<file path="src/rtl/eb1_pkg.sv">
// Shared types for the LSU trigger control slice.
// Holds the trigger FSM state encoding and the timeout counter width.
package eb1_pkg;

  localparam int ACK_CNT_W = 8;

  typedef enum logic [1:0] {
    IDLE    = 2'd0,
    DBG_REQ = 2'd1,
    BRK_REQ = 2'd2
  } eb1_lsu_trig_state_t;

endpackage

</file>
<file path="src/rtl/eb1_lsu_trig_chain.sv">
// Pairwise trigger chain qualification of the raw M-stage matches.
// Chaining only exists when RV_LSU_TRIGGER_CHAIN_EN is defined.
module eb1_lsu_trig_chain (
  input  logic [3:0] match_m,
  input  logic [1:0] chain,
  output logic [3:0] eff
);

`ifdef RV_LSU_TRIGGER_CHAIN_EN
  assign eff[0] = match_m[0] & (~chain[0] | match_m[1]);
  assign eff[1] = match_m[1] & (~chain[0] | match_m[0]);
  assign eff[2] = match_m[2] & (~chain[1] | match_m[3]);
  assign eff[3] = match_m[3] & (~chain[1] | match_m[2]);
`else
  logic unused_chain;
  assign unused_chain = ^chain;
  assign eff = match_m;
`endif

endmodule

</file>
<file path="src/rtl/rvdff.sv">
// Plain reset-to-zero register cell.
// Asynchronous active-low reset.
module rvdff #(
  parameter int WIDTH = 1
) (
  input  logic [WIDTH-1:0] din,
  input  logic             clk,
  input  logic             rst_l,
  output logic [WIDTH-1:0] dout
);

  always_ff @(posedge clk or negedge rst_l) begin
    if (!rst_l) dout <= '0;
    else        dout <= din;
  end

endmodule

</file>
<file path="src/rtl/rvdffs.sv">
// Reset-to-zero register cell with load enable.
// Asynchronous active-low reset.
module rvdffs #(
  parameter int WIDTH = 1
) (
  input  logic [WIDTH-1:0] din,
  input  logic             en,
  input  logic             clk,
  input  logic             rst_l,
  output logic [WIDTH-1:0] dout
);

  always_ff @(posedge clk or negedge rst_l) begin
    if (!rst_l)  dout <= '0;
    else if (en) dout <= din;
  end

endmodule

</file>
<file path="src/rtl/eb1_lsu_trigger_ctl.sv">
// LSU trigger hit capture, sticky status and debug/breakpoint request FSM.
// Chaining is enabled by defining RV_LSU_TRIGGER_CHAIN_EN.
module eb1_lsu_trigger_ctl
  import eb1_pkg::*;
#(
  parameter int ACK_TIMEOUT = 16
) (
  input  logic       clk,
  input  logic       rst_l,
  input  logic [3:0] lsu_trigger_match_m,
  input  logic [1:0] trigger_chain,
  input  logic [3:0] trigger_action,
  input  logic       dec_tlu_flush_lower_r,
  input  logic [3:0] dec_tlu_trigger_hit_clr,
  input  logic       dec_lsu_trig_ack,
  output logic [3:0] lsu_trigger_hit_r,
  output logic [3:0] lsu_trigger_hit_sticky,
  output logic       lsu_trig_dbg_req,
  output logic       lsu_trig_brk_req,
  output logic       lsu_trig_err
);

  localparam logic [ACK_CNT_W-1:0] TO_LAST =
    ACK_CNT_W'(ACK_TIMEOUT - 1);

  logic [3:0]           hit_r_d, hit_r_q;
  logic [3:0]           sticky_d, sticky_q;
  logic [1:0]           state_d, state_q;
  logic [ACK_CNT_W-1:0] cnt_d, cnt_q;
  logic                 err_set, err_q;
  logic                 valid_r, want_dbg;

  eb1_lsu_trig_chain u_chain (
    .match_m (lsu_trigger_match_m),
    .chain   (trigger_chain),
    .eff     (hit_r_d)
  );

  always_comb begin
    valid_r  = (|hit_r_q) & ~dec_tlu_flush_lower_r;
    want_dbg = |(hit_r_q & trigger_action);
    // a fresh hit wins over a concurrent clear
    sticky_d = (sticky_q & ~dec_tlu_trigger_hit_clr)
             | (hit_r_q & {4{valid_r}});
    state_d  = state_q;
    cnt_d    = cnt_q;
    err_set  = 1'b0;
    if (state_q == IDLE) begin
      if (valid_r) begin
        state_d = want_dbg ? DBG_REQ : BRK_REQ;
        cnt_d   = '0;
      end
    end else if (dec_lsu_trig_ack) begin
      state_d = IDLE;
    end else if (cnt_q == TO_LAST) begin
      state_d = IDLE;
      err_set = 1'b1;
    end else begin
      cnt_d = cnt_q + 1'b1;
    end
  end

  rvdff #(4) u_hit_ff (
    .din(hit_r_d), .clk(clk), .rst_l(rst_l),
    .dout(hit_r_q)
  );

  rvdff #(4) u_sticky_ff (
    .din(sticky_d), .clk(clk), .rst_l(rst_l),
    .dout(sticky_q)
  );

  rvdff #(2) u_state_ff (
    .din(state_d), .clk(clk), .rst_l(rst_l),
    .dout(state_q)
  );

  rvdff #(ACK_CNT_W) u_cnt_ff (
    .din(cnt_d), .clk(clk), .rst_l(rst_l),
    .dout(cnt_q)
  );

  rvdffs #(1) u_err_ff (
    .din(1'b1), .en(err_set), .clk(clk),
    .rst_l(rst_l), .dout(err_q)
  );

  assign lsu_trigger_hit_r      = hit_r_q;
  assign lsu_trigger_hit_sticky = sticky_q;
  assign lsu_trig_dbg_req       = (state_q == DBG_REQ);
  assign lsu_trig_brk_req       = (state_q == BRK_REQ);
  assign lsu_trig_err           = err_q;

endmodule

</file>
<file path="config.mk">
export PLATFORM = sky130hd
export DESIGN_NAME = eb1_lsu_trigger_ctl
export DESIGN_NICKNAME = d
export VERILOG_FILES = /design/src/rtl/eb1_pkg.sv /design/src/rtl/eb1_lsu_trig_chain.sv /design/src/rtl/rvdff.sv /design/src/rtl/rvdffs.sv /design/src/rtl/eb1_lsu_trigger_ctl.sv
export SDC_FILE = /design/constraint.sdc
export NUM_CORES = 1
export LEC_CHECK = 0
export CAP_MARGIN = 20
export CELL_PAD_IN_SITES_DETAIL_PLACEMENT = 1
export CELL_PAD_IN_SITES_GLOBAL_PLACEMENT = 1
export CORE_ASPECT_RATIO = 1.25
export CORE_MARGIN = 8
export CORE_UTILIZATION = 35
export CTS_CLUSTER_SIZE = 10
export DETAILED_ROUTE_END_ITERATION = 8
export PLACE_DENSITY_LB_ADDON = 0.15
export REMOVE_ABC_BUFFERS = 1
export SYNTH_ARGS = -nofsm -noshare
export SYNTH_HDL_FRONTEND = slang
export SYNTH_SLANG_ARGS = --single-unit
</file>
<file path="constraint.sdc">
create_clock -name clk -period 3.45 [get_ports clk]
set_clock_uncertainty 0.15 [all_clocks]
set_input_delay 0.5175 -clock clk [delete_from_list [all_inputs] [get_ports clk]]
set_output_delay 0.5175 -clock clk [all_outputs]
set_load 0.02 [all_outputs]
</file>
==> results of run 1 <==
## cell usage after synthesis (2+ instances only)
master	count
o21ai_0	3
a21oi_1	7
o22ai_1	4
dfrtp_1	19
o21a_1	2
nand4_1	2
a22oi_1	2
a22o_2	2
a31oi_1	4
nor2b_1	2
inv_1	8
nand2_1	5
nor2_1	5
## flip-flops by register name (all words and copies together) (netlist names)
register and count:
u_cnt_ff.dout 8, u_hit_ff.dout 4, u_sticky_ff.dout 4, u_state_ff.dout 2
u_err_ff.dout 1
## metrics by stage
stage               total power, mW   util  hold slack [ns]
finish                        0.526  0.495            0.340
global route                  0.565  0.495            0.375
detailed placement            0.419  0.484            0.331
global placement              0.415  0.484            0.306
floorplan                     0.353      -           0.0719
CTS                           0.536  0.495            0.358
## cell type report
cell class	count	area, um2	area share
Clock buffer	4	26.3	0.0221
Timing Repair Buffer	26	260	0.219
Inverter	8	30.0	0.0252
Multi-Input combinational cell	53	357	0.300
Tap cell	33	41.3	0.0347
Sequential cell	19	475	0.400
## routing by layer
layer	vias up	track usage	wire (um)
li1	357	-	-
met1	367	0.122	896
met2	25	0.193	1030
met3	5	0.0478	160
met4	0	0.0623	51
met5	-	0	0
## layout by cell type (no fill, tap or decap), types with 2 or more instances in the layout
master and count:
a22oi_1 2, nand2_1 5, dfrtp_1 19, nor2_1 5
a22o_2 2, a31oi_1 4, nand4_1 2, a21oi_1 7
nor2b_1 2, o22ai_1 4, clkdlybuf4s50_1 26, clkbuf_4 3
inv_1 8, o21a_1 2, o21ai_0 3
## worst min-delay path by stage
stage	endpoint	slack, ns
3_3_place_gp	u_err_ff.dout	0.31
5_1_grt	u_err_ff.dout	0.37
2_1_floorplan	u_cnt_ff.dout[0]	0.07
4_1_cts	u_err_ff.dout	0.36
6_report	u_err_ff.dout	0.34
3_5_place_dp	u_err_ff.dout	0.33
## critical path, delay by kind of cell, from the launching register on
family / cells / cell delay, ns
buffers and inverters: 1 / 0.61
flip-flops: 1 / 0.42
AND/OR/NAND/NOR: 1 / 0.15
## cell families after synthesis
family | Yosys count | synth area share
flops | 19 | 0.541
compound gates | 29 | 0.236
mux | 1 | 0.0114
simple gates | 22 | 0.144
buf+inv | 10 | 0.0527
fa+ha+maj | 1 | 0.0142
## power breakdown
part	internal (mW)	switching (mW)
logic	0.0682	0.0670
registers	0.248	0.0265
clock network	0.0451	0.0705
==> metrics.md, run 1 <==
| Metric | Value |
|---|---|
| Mapped Area | `878 um2` |
| Register area share after synthesis | `0.541` |
| Syn avg cell area | `10.7 um2` |
| Crit path cell chain | `nor2b_1 > clkdlybuf4s50_1` |
| Vias in the first global route | `874` |
| Lkg Pwr | `0.524 nW` |
| PostCTS Resize Cnt | `0` |
| Top-level I/O count | `29` |
| Setup violations, final | `0` |
| Setup TNS | `0 ns` |
| # DRC | `0` |
| Pin count of the biggest net entering global routing | `20` |
| Final Hold Vio Count | `0` |
| Routed vias/inst | `5.27` |
| Final Cycle Share | `0.624` |
| Placed Area | `1160 um2` |
| Global-route wire length before repair | `3880 um` |
| Gp weighted congestion | `0.799` |
| R2R Path Start | `u_cnt_ff.dout[0]` |
| H-tree Lvls | `1` |
| Status | `finished, final reports clean` |
| Placed insts | `139` |
| Register bit total from synthesis | `19` |
| Worst Setup Path Type | `register to primary output` |
| Sink Count | `19` |
| Post-route insts no fill | `143` |
| Slew HR | `0.435` |
| Post-Route WL | `2140 um` |
| RSZ-0062 raised after global routing | `false` |
| Post-DP HPWL | `1680 um` |
| Distinct cells, synth | `30` |
| Nets | `130` |
| Skew-Pair Late Insertion Delay | `0.30 ns` |
| Syn-to-layout area delta | `35.5%` |
| FILL cells | `289` |
| Worst setup path startpoint | `u_state_ff.dout[0]` |
| FF-to-FF path depth | `5` |
| Post-Place Worst Slack | `1.33 ns` |
| Clock transition at path regs | `0.11 ns` |
| CTS root buffer | `clkbuf_4` |
| Post-route cell area | `1190 um2` |
| Crit. End Element | `primary output` |
| Antenna-violating nets left | `0` |
| Final min period | `2.15 ns` |
| First-pass DRT Iterations | `4` |
| Setup ws final | `1.30 ns` |
| Worst-margin pin slew | `0.844 ns` |
| Row cnt | `20` |
| CTS tree | `yes` |
| Initial antenna violation count | `0` |
| Inserted Clock Buffers | `3` |
| FFs w/ async S/R, synth | `1.00` |
| WP data required | `2.78 ns` |
| CP max FO | `5` |
| Die area | `4380 um2` |
| Routed len/inst | `14.9 um` |
| Worst setup SP type | `register` |
| R2r endpoint | `u_cnt_ff.dout[1]` |
| Synth warn | `0` |
| CTS max path bufs | `2` |
| Final slew viol count | `0` |
| Post-synth top area cell | `dfrtp_1` |
| Cts hold-fix bufs | `0` |
| Min-Delay Startpoint | `u_err_ff.dout` |
| CP endpoint | `lsu_trig_dbg_req` |
| CP max-delay cell | `clkdlybuf4s50_1` |
| Max Freq | `0.465 GHz` |
| PortBufs | `26` |
| # diodes | `0` |
| Iteration-0 DRC Markers | `14` |
| Max-cap violation count | `0` |
| Total grt overflow | `0` |
| Top cells by area, synth | `dfrtp_1 (54%), a21oi_1 (4.0%), inv_1 (3.4%), a31oi_1 (2.8%), o22ai_1 (2.8%)` |
| Crit-path max cell delay | `0.61 ns` |
| Worst EP arrival | `1.48 ns` |
| Yosys top cell area share | `0.541` |
| Flop-to-flop setup slack | `1.42 ns` |
| Die Ht | `72.0 um` |
| Post-synth EDFFs | `0` |
| Vias | `754` |
| Hold Path Class | `register to register` |
| Cell count of the worst hold path | `1` |
| Die width | `60.8 um` |
| Synth Flop Type | `dfrtp_1` |
| Worst VDD drop | `222 uV` |
| Mapped Cells | `82` |
| Post-CTS Setup Bufs | `0` |
| Share of cells above drive strength 1 | `0.109` |
| Starting density of the core | `0.366` |
| Pwr dens | `442 nW/um2` |
| GRT Total Usage | `0.117` |
| Floorplan core area | `2400 um2` |
(Power assumes the default switching activity.)
==> run 2, diff against run 1 <==
--- a/config.mk
+++ b/config.mk
@@ -10,7 +10,7 @@
 export CELL_PAD_IN_SITES_GLOBAL_PLACEMENT = 1
 export CORE_ASPECT_RATIO = 1.25
 export CORE_MARGIN = 8
-export CORE_UTILIZATION = 35
+export CORE_UTILIZATION = 33
 export CTS_CLUSTER_SIZE = 10
 export DETAILED_ROUTE_END_ITERATION = 8
 export PLACE_DENSITY_LB_ADDON = 0.15
==> constraint.sdc (replaced) <==
create_clock -name clk -period 2.1 [get_ports clk]
set_clock_uncertainty 0.15 [all_clocks]
set_input_delay 0.315 -clock clk [delete_from_list [all_inputs] [get_ports clk]]
set_output_delay 0.315 -clock clk [all_outputs]
set_load 0.02 [all_outputs]
==> metrics.md, run 2 (same netlist as run 1, synthesis figures left out) <==
| Metric | Value |
|---|---|
| Status | `finished, final reports clean (unchanged)` |
| Clk pwr share | `0.209 (was 0.220)` |
| Antenna-violating nets left | `0 (unchanged)` |
| Register area | `475 um2 (unchanged)` |
| Post-DP HPWL | `1790 um (was 1680 um)` |
| Worst-margin pin slew | `0.344 ns (was 0.844 ns)` |
| Lkg Pwr | `0.553 nW (was 0.524 nW)` |
| Slew HR | `0.769 (was 0.435)` |
| FILL cells | `294 (was 289)` |
| Commonest non-fill, non-tap cells in the layout | `clkdlybuf4s50_1 (26), dfrtp_1 (19), inv_1 (8), a21oi_1 (7), buf_4 (6) (was clkdlybuf4s50_1 (26), dfrtp_1 (19), inv_1 (8), a21oi_1 (7))` |
| Nets | `136 (was 130)` |
| Sw frac | `0.314 (was 0.312)` |
| CTS root buffer | `clkbuf_4 (unchanged)` |
| Commonest non-fill, non-tap cell in the layout | `clkdlybuf4s50_1 (unchanged)` |
| Worst Setup Path Type | `register to register (was register to primary output)` |
| Clock transition at path regs | `0.11 ns (about the same)` |
| Top-level I/O count | `29 (unchanged)` |
| Gp weighted congestion | `0.842 (was 0.799)` |
| Worst EP arrival | `2.09 ns (was 1.48 ns)` |
| Vias | `795 (was 754)` |
| Area occupied by multi-input gates | `357 um2 (unchanged)` |
| Top Registers | `u_cnt_ff.dout: 8 flops, u_hit_ff.dout: 4 flops, u_sticky_ff.dout: 4 flops (unchanged)` |
| Starting density of the core | `0.338 (was 0.366)` |
| H-tree Lvls | `1 (unchanged)` |
| PostCTS Resize Cnt | `0 (unchanged)` |
| Worst setup SP type | `register (unchanged)` |
| Pint | `610 uW (was 362 uW)` |
| Die width | `62.1 um (was 60.8 um)` |
| WP data required | `2.18 ns (was 2.78 ns)` |
| Initial antenna violation count | `0 (unchanged)` |
| Final Cycle Share | `0.954` |
| Inserted Clock Buffers | `3 (unchanged)` |
| Setup TNS | `0 ns (unchanged)` |
| Post-Route WL | `2320 um (was 2140 um)` |
| Max-cap violation count | `0 (unchanged)` |
| FF-to-FF path depth | `6 (was 5)` |
| Tot Pwr | `889 uW (was 526 uW)` |
| CP max FO | `7 (was 5)` |
| Reg with most FFs | `u_cnt_ff.dout (unchanged)` |
| Sequential share of power | `0.513 (was 0.523)` |
| GRT Total Usage | `0.111 (was 0.117)` |
| Pin count of the biggest net entering global routing | `20 (unchanged)` |
| Post-CTS Setup Bufs | `0 (unchanged)` |
| Iteration-0 DRC Markers | `22 (was 14)` |
| Sink Count | `19 (unchanged)` |
| Crit. End Element | `register (was primary output)` |
| Final min period | `2.00 ns` |
| R2r endpoint | `u_cnt_ff.dout[5] (was u_cnt_ff.dout[1])` |
| Global-route wire length before repair | `4130 um (was 3880 um)` |
| Flop-to-flop setup slack | `0.1 ns (was 1.42 ns)` |
| CTS tree | `yes (unchanged)` |
| Setup ws final | `0.0959 ns (was 1.30 ns)` |
| Syn-to-layout area delta | `40.7% (was 35.5%)` |
| R2R Path Start | `u_cnt_ff.dout[0] (unchanged)` |
| CTS max path bufs | `2 (unchanged)` |
| Setup violations, final | `0 (unchanged)` |
| Final slew viol count | `0 (unchanged)` |
| Floorplan core area | `2600 um2 (was 2400 um2)` |
| Combinational power share | `0.278 (was 0.257)` |
| Sw power | `279 uW (was 164 uW)` |
| # DRC | `0 (unchanged)` |
| Cts hold-fix bufs | `0 (unchanged)` |
| Final Hold Vio Count | `0 (unchanged)` |
| Max Freq | `0.499 GHz` |
| Share of cells above drive strength 1 | `0.155 (was 0.109)` |
| Post-Place Worst Slack | `0.180 ns (was 1.33 ns)` |
| Worst VDD drop | `455 uV (was 222 uV)` |
| # diodes | `0 (unchanged)` |
| Hold Path Class | `primary input to async pin (was register to register)` |
| Routed len/inst | `15.4 um (was 14.9 um)` |
| Row cnt | `21 (was 20)` |
| Routed vias/inst | `5.30 (was 5.27)` |
| Die Ht | `73.7 um (was 72.0 um)` |
| Skew-Pair Late Insertion Delay | `0.30 ns (about the same)` |
| PortBufs | `26 (unchanged)` |
| Pwr dens | `719 nW/um2 (was 442 nW/um2)` |
| Max reg flops | `8 (unchanged)` |
| First-pass DRT Iterations | `2 (was 4)` |
| Die area | `4580 um2 (was 4380 um2)` |
| Total grt overflow | `0 (unchanged)` |
| Vias in the first global route | `952 (was 874)` |
-- run 2: cell count changes in the layout (fill, tap and decap cells not counted), sizes merged --
cell and change:
buf +6
-- run 2: stage by stage --
step           instances  instance area (um2)  utilization  hold slack, ns
2_1_floorplan         80                  862            -          -0.131
3_3_place_gp         145                 1200        0.462           0.304
3_5_place_dp         145                 1200        0.462           0.323
4_1_cts              149                 1230        0.472           0.194
5_1_grt              150                 1240        0.475           0.222
6_report             150                 1240        0.475           0.192
-- run 2: critical path, cell delays in order (launching register included) --
cell and delay (ns):
dfrtp_1 0.44, ha_1 0.25, and3_1 0.29, a211oi_4 0.38, buf_4 0.18, a41oi_1 0.11
a31oi_1 0.16
-- run 2: worst max-delay path by stage --
stage | cells past startpoint | start | endpoint
2_1_floorplan | 5 | u_cnt_ff.dout[0] | u_cnt_ff.dout[1]
3_3_place_gp | 6 | u_cnt_ff.dout[0] | u_cnt_ff.dout[3]
3_5_place_dp | 6 | u_cnt_ff.dout[0] | u_cnt_ff.dout[3]
4_1_cts | 2 | u_state_ff.dout[0] | lsu_trig_dbg_req
5_1_grt | 6 | u_cnt_ff.dout[0] | u_cnt_ff.dout[3]
6_report | 6 | u_cnt_ff.dout[0] | u_cnt_ff.dout[5]
-- run 2: routing by layer --
metal / track usage / routed length, um / vias up / share of wire
met5: 0 / 0 / - / 0
met1: 0.115 / 964 / 400 / 0.42
met2: 0.196 / 1160 / 23 / 0.50
met4: 0.0701 / 53 / 0 / 0.023
met3: 0.0320 / 144 / 5 / 0.062
li1: - / - / 367 / -
-- run 2: final cells by class --
type,count,share of cell area
Multi-Input combinational cell,53,0.288
Timing Repair Buffer,32,0.247
Tap cell,34,0.0344
Sequential cell,19,0.385
Inverter,8,0.0243
Clock buffer,4,0.0213
-- run 2: power by group through the flow --
stage	logic [mW]	registers (mW)	clock network [mW]
6_report	0.247	0.457	0.186
5_1_grt	0.275	0.465	0.204
4_1_cts	0.247	0.455	0.187
3_5_place_dp	0.246	0.462	0
3_3_place_gp	0.240	0.458	0
2_1_floorplan	0.118	0.463	0
==> run 3, diff against run 2 <==
--- a/config.mk
+++ b/config.mk
@@ -10,10 +10,11 @@
 export CELL_PAD_IN_SITES_GLOBAL_PLACEMENT = 1
 export CORE_ASPECT_RATIO = 1.25
 export CORE_MARGIN = 8
-export CORE_UTILIZATION = 33
+export CORE_UTILIZATION = 45
 export CTS_CLUSTER_SIZE = 10
 export DETAILED_ROUTE_END_ITERATION = 8
-export PLACE_DENSITY_LB_ADDON = 0.15
+export DONT_BUFFER_PORTS = 1
+export PLACE_DENSITY = 0.76
 export REMOVE_ABC_BUFFERS = 1
 export SYNTH_ARGS = -nofsm -noshare
 export SYNTH_HDL_FRONTEND = slang
==> metrics.md, run 3 (same netlist as run 1, synthesis figures left out) <==
| Metric | Value |
|---|---|
| Final Cycle Share | `0.927 (was 0.954)` |
| Setup ws final | `0.154 ns (was 0.0959 ns)` |
| CP max-delay cell | `dfrtp_1 (unchanged)` |
| Lkg Pwr | `0.478 nW (was 0.553 nW)` |
| Crit. End Element | `register (unchanged)` |
| Vias in the first global route | `819 (was 952)` |
| Setup violations, final | `0 (unchanged)` |
| Hold Path Class | `primary input to register (was primary input to async pin)` |
| Total grt overflow | `0 (unchanged)` |
| Max-cap violation count | `0 (unchanged)` |
| Post-Place Worst Slack | `0.161 ns (was 0.180 ns)` |
| CTS max path bufs | `2 (unchanged)` |
| Clock transition at path regs | `0.12 ns (was 0.11 ns)` |
| Antenna-violating nets left | `0 (unchanged)` |
| Reg with most FFs | `u_cnt_ff.dout (unchanged)` |
| Top Registers | `u_cnt_ff.dout: 8 flops, u_hit_ff.dout: 4 flops, u_sticky_ff.dout: 4 flops (unchanged)` |
| Sink Count | `19 (unchanged)` |
| Initial antenna violation count | `0 (unchanged)` |
| Pin count of the biggest net entering global routing | `20 (unchanged)` |
| CTS tree | `yes (unchanged)` |
| CTS root buffer | `clkbuf_4 (unchanged)` |
| Skew-Pair Late Insertion Delay | `0.30 ns (about the same)` |
| Iteration-0 DRC Markers | `9 (was 22)` |
| H-tree Lvls | `1 (unchanged)` |
| PortBufs | `0 (was 26)` |
| Nets | `116 (was 136)` |
| Worst EP arrival | `2.00 ns (was 2.09 ns)` |
| Worst hold slack | `0.0736 ns (was 0.192 ns)` |
| Setup TNS | `0 ns (unchanged)` |
| Final min period | `1.95 ns (was 2.00 ns)` |
| Max reg flops | `8 (unchanged)` |
| Crit path cell chain | `ha_1 > and3_1 > a211oi_4 > nor2_1 > a22o_2 (was ha_1 > and3_1 > a211oi_4 > buf_4 > a41oi_1 > a31oi_1)` |
| Area occupied by multi-input gates | `357 um2 (unchanged)` |
| Status | `finished, final reports clean (unchanged)` |
| Routed len/inst | `18.9 um (was 15.4 um)` |
| Post-Route WL | `2190 um (was 2320 um)` |
| FILL cells | `207 (was 294)` |
| # DRC | `0 (unchanged)` |
| Global-route wire length before repair | `3750 um (was 4130 um)` |
| Row cnt | `18 (was 21)` |
| First-pass DRT Iterations | `3 (was 2)` |
| Commonest non-fill, non-tap cells in the layout | `dfrtp_1 (19), dlygate4sd3_1 (10), inv_1 (8), a21oi_1 (7) (was clkdlybuf4s50_1 (26), dfrtp_1 (19), inv_1 (8), a21oi_1 (7), buf_4 (6))` |
| Crit-path max cell delay | `0.44 ns (about the same)` |
| Die area | `3630 um2 (was 4580 um2)` |
| Die width | `55.5 um (was 62.1 um)` |
| CP bufs+invs | `0 (was 1)` |
| WP data required | `2.16 ns (was 2.18 ns)` |
| Die Ht | `65.4 um (was 73.7 um)` |
| Inserted Clock Buffers | `3 (unchanged)` |
| Worst setup SP type | `register (unchanged)` |
| Syn-to-layout area delta | `17.2% (was 40.7%)` |
| Gp weighted congestion | `0.771 (was 0.842)` |
| PostCTS Resize Cnt | `0 (unchanged)` |
| Worst VDD drop | `521 uV (was 455 uV)` |
| Register area | `475 um2 (unchanged)` |
| Routed vias/inst | `6.00 (was 5.30)` |
| RSZ-0062 raised after global routing | `false` |
| Placed Area | `902 um2 (was 1200 um2)` |
| Final core area utilization | `0.538 (was 0.475)` |
| # diodes | `0 (unchanged)` |
| Starting density of the core | `0.459 (was 0.338)` |
| Cts hold-fix bufs | `10 (was 0)` |
| Final Hold Vio Count | `0 (unchanged)` |
| Final slew viol count | `0 (unchanged)` |
| Max Freq | `0.514 GHz (was 0.499 GHz)` |
| GRT Total Usage | `0.128 (was 0.111)` |
| Top-level I/O count | `29 (unchanged)` |
| Floorplan core area | `1910 um2 (was 2600 um2)` |
| Post-route cell area | `1030 um2 (was 1240 um2)` |
| Worst-margin pin slew | `0.861 ns (was 0.344 ns)` |
| Slew HR | `0.424 (was 0.769)` |
| Post-DP HPWL | `1610 um (was 1790 um)` |
| Share of cells above drive strength 1 | `0.156 (was 0.155)` |
| Commonest non-fill, non-tap cell in the layout | `dfrtp_1 (was clkdlybuf4s50_1)` |
| Vias | `696 (was 795)` |
| Crit path max-delay family | `compound AO/OA/AOI/OAI gates (unchanged)` |
| CP max FO | `7 (unchanged)` |
| Pwr dens | `808 nW/um2 (was 719 nW/um2)` |
| Worst Setup Path Type | `register to register (unchanged)` |
| Post-CTS Setup Bufs | `0 (unchanged)` |
[run 3: cell type report]
type / instances / share of cell area
inverter: 8 / 0.0292
multi-input combinational: 53 / 0.346
sequential: 19 / 0.462
tap: 20 / 0.0243
clock buffer: 3 / 0.0219
clock inverter: 1 / 0.00486
timing repair buffer: 12 / 0.112
[run 3: through the flow]
| stage | power [mW] | instances |
|---|---|---|
| after floorplan | 0.580 | 80 |
| after global placement | 0.621 | 102 |
| after detailed placement | 0.631 | 102 |
| after CTS | 0.847 | 116 |
| after global routing | 0.886 | 116 |
| final | 0.832 | 116 |
[run 3: where the power goes]
group          total (mW)  switching (mW)  internal [mW]
Sequential          0.468          0.0605          0.408
Clock               0.186           0.115         0.0710
Combinational       0.179          0.0952         0.0837
Total               0.832           0.270          0.562
[run 3: routing by layer]
metal / vias to the layer above / part of all wire / global-route usage
met2: 22 / 0.54 / 0.239
met3: 2 / 0.074 / 0.0443
met4: 0 / 0.0091 / 0.0648
li1: 325 / - / -
met5: - / 0 / 0
met1: 347 / 0.37 / 0.122
[run 3: worst paths after layout]
check	cells past startpoint	start	slack, ns	to
worst max-delay path	5	u_cnt_ff.dout[0]	0.15	u_cnt_ff.dout[1]
worst min-delay path	3	dec_lsu_trig_ack	0.07	u_cnt_ff.dout[6]
worst max register to register	5	u_cnt_ff.dout[0]	0.15	u_cnt_ff.dout[1]
worst min register to register	1	u_cnt_ff.dout[7]	0.40	u_cnt_ff.dout[7]
max in group asynchronous	1	rst_l	0.85	u_state_ff.dout[1]
min in group asynchronous	1	rst_l	0.40	u_cnt_ff.dout[6]
[run 3: worst reg2reg max path, delay by kind of cell (launching register included)]
kind | cells | cell delay (ns)
AOI/OAI and AO/OA | 2 | 0.60
DFF | 1 | 0.44
and+or+nand+nor | 2 | 0.41
adders and majority gates | 1 | 0.24
==> RTL change 1 (settings of run 1) <==
Set the package constant `ACK_CNT_W` to 12 (it was 8).
--- a/src/rtl/eb1_pkg.sv
+++ b/src/rtl/eb1_pkg.sv
@@ -2,7 +2,7 @@
 // Holds the trigger FSM state encoding and the timeout counter width.
 package eb1_pkg;
 
-  localparam int ACK_CNT_W = 8;
+  localparam int ACK_CNT_W = 12;
 
   typedef enum logic [1:0] {
     IDLE    = 2'd0,
Formal check against the unedited RTL: no difference found for any inputs over 10 cycles, from zero or initial values and one cycle with rst_l low; that may be too few to reach the edited logic, so the function may still have changed.
==> RTL change 1 against run 1 <==
- synthesized area grew 30%
- worst setup slack lost 0.055 ns
- power grew 33%
- largest power group unchanged
- wire length grew 40%
- combinational power grew 30%
- critical endpoint is now lsu_trig_brk_req
- worst hold slack lost 0.020 ns
- sequential cell count grew 4
- cell area grew 24%
- core utilization shrank 2.9 points
==> RTL change 1: results (changes against run 1) <==
stage	metric	value	unit	change
grt	met1 Use GR	13.7	%	+1.5 points
routing	met2 WL	1560	um	+52%
pwr	VDD IR max	0.280	mV	+26%
placed_design	placed cells	171		+23%
cells_and_area	largest registers	u_cnt_ff.dout x12, u_hit_ff.dout x4, u_sticky_ff.dout x4		
routing	met1 WL	1210	um	+35%
synthesis	post-synthesis compound-gate area fraction	25.0	%	+1.3 points
placed_design	HPWL after detailed placement	2280	um	+35%
grt	global-route wire length before repair	5200	um	+34%
synthesis	sequential share of the synthesized area	50.4	%	-3.7 points
grt	gr usage total	12.3	%	+0.54 points
routing	wire per inst	17.1	um	+14%
worst_setup_path	worst r2r src	u_state_ff.dout[1]		
clock_network	worst-skew pair later-pin latency	0.27	ns	-0.03 ns
routing	final wirelength	2990	um	+40%
worst_setup_path	Critical R2R Capture	u_cnt_ff.dout[7]		
grt	GR Layer Usage met2	20.2	%	+0.91 points
placed_design	RD Place Congestion	0.751		-6.0%
cells_and_area	share of layout cells above drive strength 1	8.70	%	-2.2 points
synthesis	largest cells by area after synthesis	dfrtp_1 50%, inv_1 3.6%, nand2_1 2.3%		
synthesis	top cells by count, synth	23 x dfrtp_1, 11 x inv_1, 7 x nand2_1		
routing	drt pass-1 iters	4		unchanged
routing	Starting DRT DRC Count	29		+15
worst_setup_path	critical path capture point	lsu_trig_brk_req		
timing	minimum clock period	2.21	ns	+0.0554 ns
synthesis	multiplexer share of the synthesized area	0	%	-1.1 points
routing	Via density	5.69		+7.9%
worst_setup_path	crit path DAT	1.54	ns	+0.06 ns
grt	grt met3 use	4.63	%	-0.14 points
synthesis	syn avg cell area	10.3	sq um	-3.9%
timing	Worst-Margin Slew	0.477	ns	-0.367 ns
clock_network	Clock transition at path regs	0.08	ns	-0.03 ns
status	outcome	finished, final reports clean		
clock_network	clock root buffer	clkbuf_8		
grt	vias in the first global route	1113		+27%
==> RTL change 1: changes by cell type after synthesis, sizes merged, moves of 3 or more <==
cell	delta
dfrtp	+4
nor3	+3
inv	+3
a21o	+3
a21oi	-3
==> RTL change 1: final cells by class <==
cell class,count,share of cell area [%]
clock buffers,4,3.05
multi-input cells,73,34.0
flip-flops and latches,23,38.9
well taps,37,3.13
inverters,11,2.79
repair buffers,27,18.1
==> RTL change 1: worst min path at each step <==
stage,from,end,cells past startpoint
2_1_floorplan,rst_l,u_cnt_ff.dout[0],0
3_3_place_gp,u_err_ff.dout,u_err_ff.dout,1
3_5_place_dp,u_err_ff.dout,u_err_ff.dout,1
4_1_cts,u_err_ff.dout,u_err_ff.dout,1
5_1_grt,u_err_ff.dout,u_err_ff.dout,1
6_report,u_err_ff.dout,u_err_ff.dout,1
==> RTL change 1: report_power, final <==
group / total, mW / internal [mW] / switching (mW)
clock network: 0.173 / 0.0826 / 0.0900
registers: 0.350 / 0.305 / 0.0451
logic: 0.175 / 0.0869 / 0.0884
==> RTL change 1: critical path, delay by kind of cell (launching register included) <==
| kind | cells | cell delay (ns) |
|---|---|---|
| AND/OR/NAND/NOR | 1 | 0.18 |
| flip-flops | 1 | 0.48 |
| buffers and inverters | 1 | 0.62 |
==> RTL change 1: stage by stage <==
stage | setup slack (ns) | hold slack (ns) | power [mW] | area, sq um | utilization (%)
2_1_floorplan | 1.64 | 0.0719 | 0.455 | 1120 | -
3_3_place_gp | 1.23 | 0.290 | 0.527 | 1430 | 45.3
3_5_place_dp | 1.20 | 0.307 | 0.534 | 1430 | 45.3
4_1_cts | 1.21 | 0.330 | 0.710 | 1480 | 46.7
5_1_grt | 1.17 | 0.357 | 0.743 | 1480 | 46.7
6_report | 1.24 | 0.320 | 0.698 | 1480 | 46.7
==> RTL change 2 (settings of run 1) <==
Without the edit above. Register the outputs `lsu_trig_dbg_req` and `lsu_trig_err`, without a reset; this adds one clock of latency there. The other outputs are not delayed to match.
--- a/src/rtl/eb1_lsu_trigger_ctl.sv
+++ b/src/rtl/eb1_lsu_trigger_ctl.sv
@@ -87,9 +87,11 @@
 
   assign lsu_trigger_hit_r      = hit_r_q;
   assign lsu_trigger_hit_sticky = sticky_q;
-  assign lsu_trig_dbg_req       = (state_q == DBG_REQ);
   assign lsu_trig_brk_req       = (state_q == BRK_REQ);
-  assign lsu_trig_err           = err_q;
+  always_ff @(posedge clk) begin
+    lsu_trig_dbg_req <= (state_q == DBG_REQ);
+    lsu_trig_err     <= err_q;
+  end
 
 endmodule
 
Behaviour: not the same (Yosys sat finds a counterexample within 4 cycles, from zero or initial values and one cycle with rst_l low).
==> RTL change 2 against run 1 <==
- combinational power up 3%
- first-iteration DRC count decreased by 50%
- cell count grew 1.4%
- worst setup slack got worse by 0.0032 ns
- non-clock buffer count unchanged
- die area grew 3.4%
- wire length rose by 9.6%
- sequential cell count up 2
- core utilization up 0.67 points
- cell area increased by 3.5%
- power rose by 5.9%
- synthesized area rose by 4.6%
==> RTL change 2: results (changes against run 1) <==
stage	metric	value	unit	change
cells_and_area	Clock-cell share	2.24	%	+0.028 points
pwr	P_leak	0.542	nW	+3.6%
synthesis	asr flop ratio synth	90.5	%	-9.5 points
worst_hold_path	Worst Hold Depth	0		-1
routing	final wirelength	2340	um	+9.6%
placed_design	post-place setup slack	1.32	ns	-0.00899 ns
synthesis	largest cells by area after synthesis	dfrtp_1 52%, dfxtp_1 4.4%, a21oi_1 3.8%		
pwr	VDD IR max	0.276	mV	+24%
pwr	combinational share of power	25.0	%	-0.7 points
worst_setup_path	Crit. Startpoint	u_state_ff.dout[1]		
routing	Starting DRT DRC Count	7		-7
worst_setup_path	critical path capture point	lsu_trig_brk_req		
worst_setup_path	setup slack, reg-to-reg	1.36	ns	-0.06 ns
cells_and_area	share of layout cells above drive strength 1	11.6	%	+0.70 points
timing	hold_ws	0.245	ns	-0.0942 ns
placed_design	RD Place Congestion	0.749		-6.3%
cells_and_area	Total Nets Final	132		+1.5%
grt	gr usage total	11.7	%	-0.065 points
synthesis	Synth Instances	84		+2.4%
pwr	Sw Ratio	30.7	%	-0.50 points
pwr	Seq power	0.300	mW	+9.1%
placed_design	placed inst area	1200	sq um	+3.4%
grt	grt met3 use	2.45	%	-2.3 points
placed_design	HPWL after detailed placement	1860	um	+11%
cells_and_area	fraction of area in registers	41.9	%	+1.9 points
grt	met1 Use GR	13.0	%	+0.83 points
floorplan	full die area	4530	sq um	+3.4%
routing	Detail Route met3 WL	124	um	-23%
status	outcome	finished, final reports clean		
synthesis	sequential share of the synthesized area	56.1	%	+2.0 points
cells_and_area	multi-input logic portion of the cell area	29.0	%	-1.0 points
routing	wire per inst	16.1	um	+8.1%
routing	met2 WL	1240	um	+21%
cells_and_area	Data buffer area share	21.1	%	-0.73 points
pwr	Psw	0.171	mW	+4.2%
==> RTL change 2: cell types whose count changed in the layout (fill, tap and decap cells not counted), sizes merged <==
cell    delta
clkbuf     -1
clkinv     +1
dfxtp      +2
==> RTL change 2: kinds of logic (layout without fill, tap and decap cells) <==
family | count (synthesis) | in the layout | share of synthesized area [%]
buffers and inverters | 10 | 38 | 5.04
and+or+nand+nor | 22 | 22 | 13.8
DFF | 21 | 21 | 56.1
AOI/OAI and AO/OA | 29 | 29 | 22.6
muxes | 1 | 1 | 1.09
adders and majority gates | 1 | 1 | 1.36
==> RTL change 2: worst max-delay path, stage by stage (launching register included) <==
cell	delay, ns
dfrtp_1	0.42
nor2b_1	0.15
clkdlybuf4s50_1	0.61
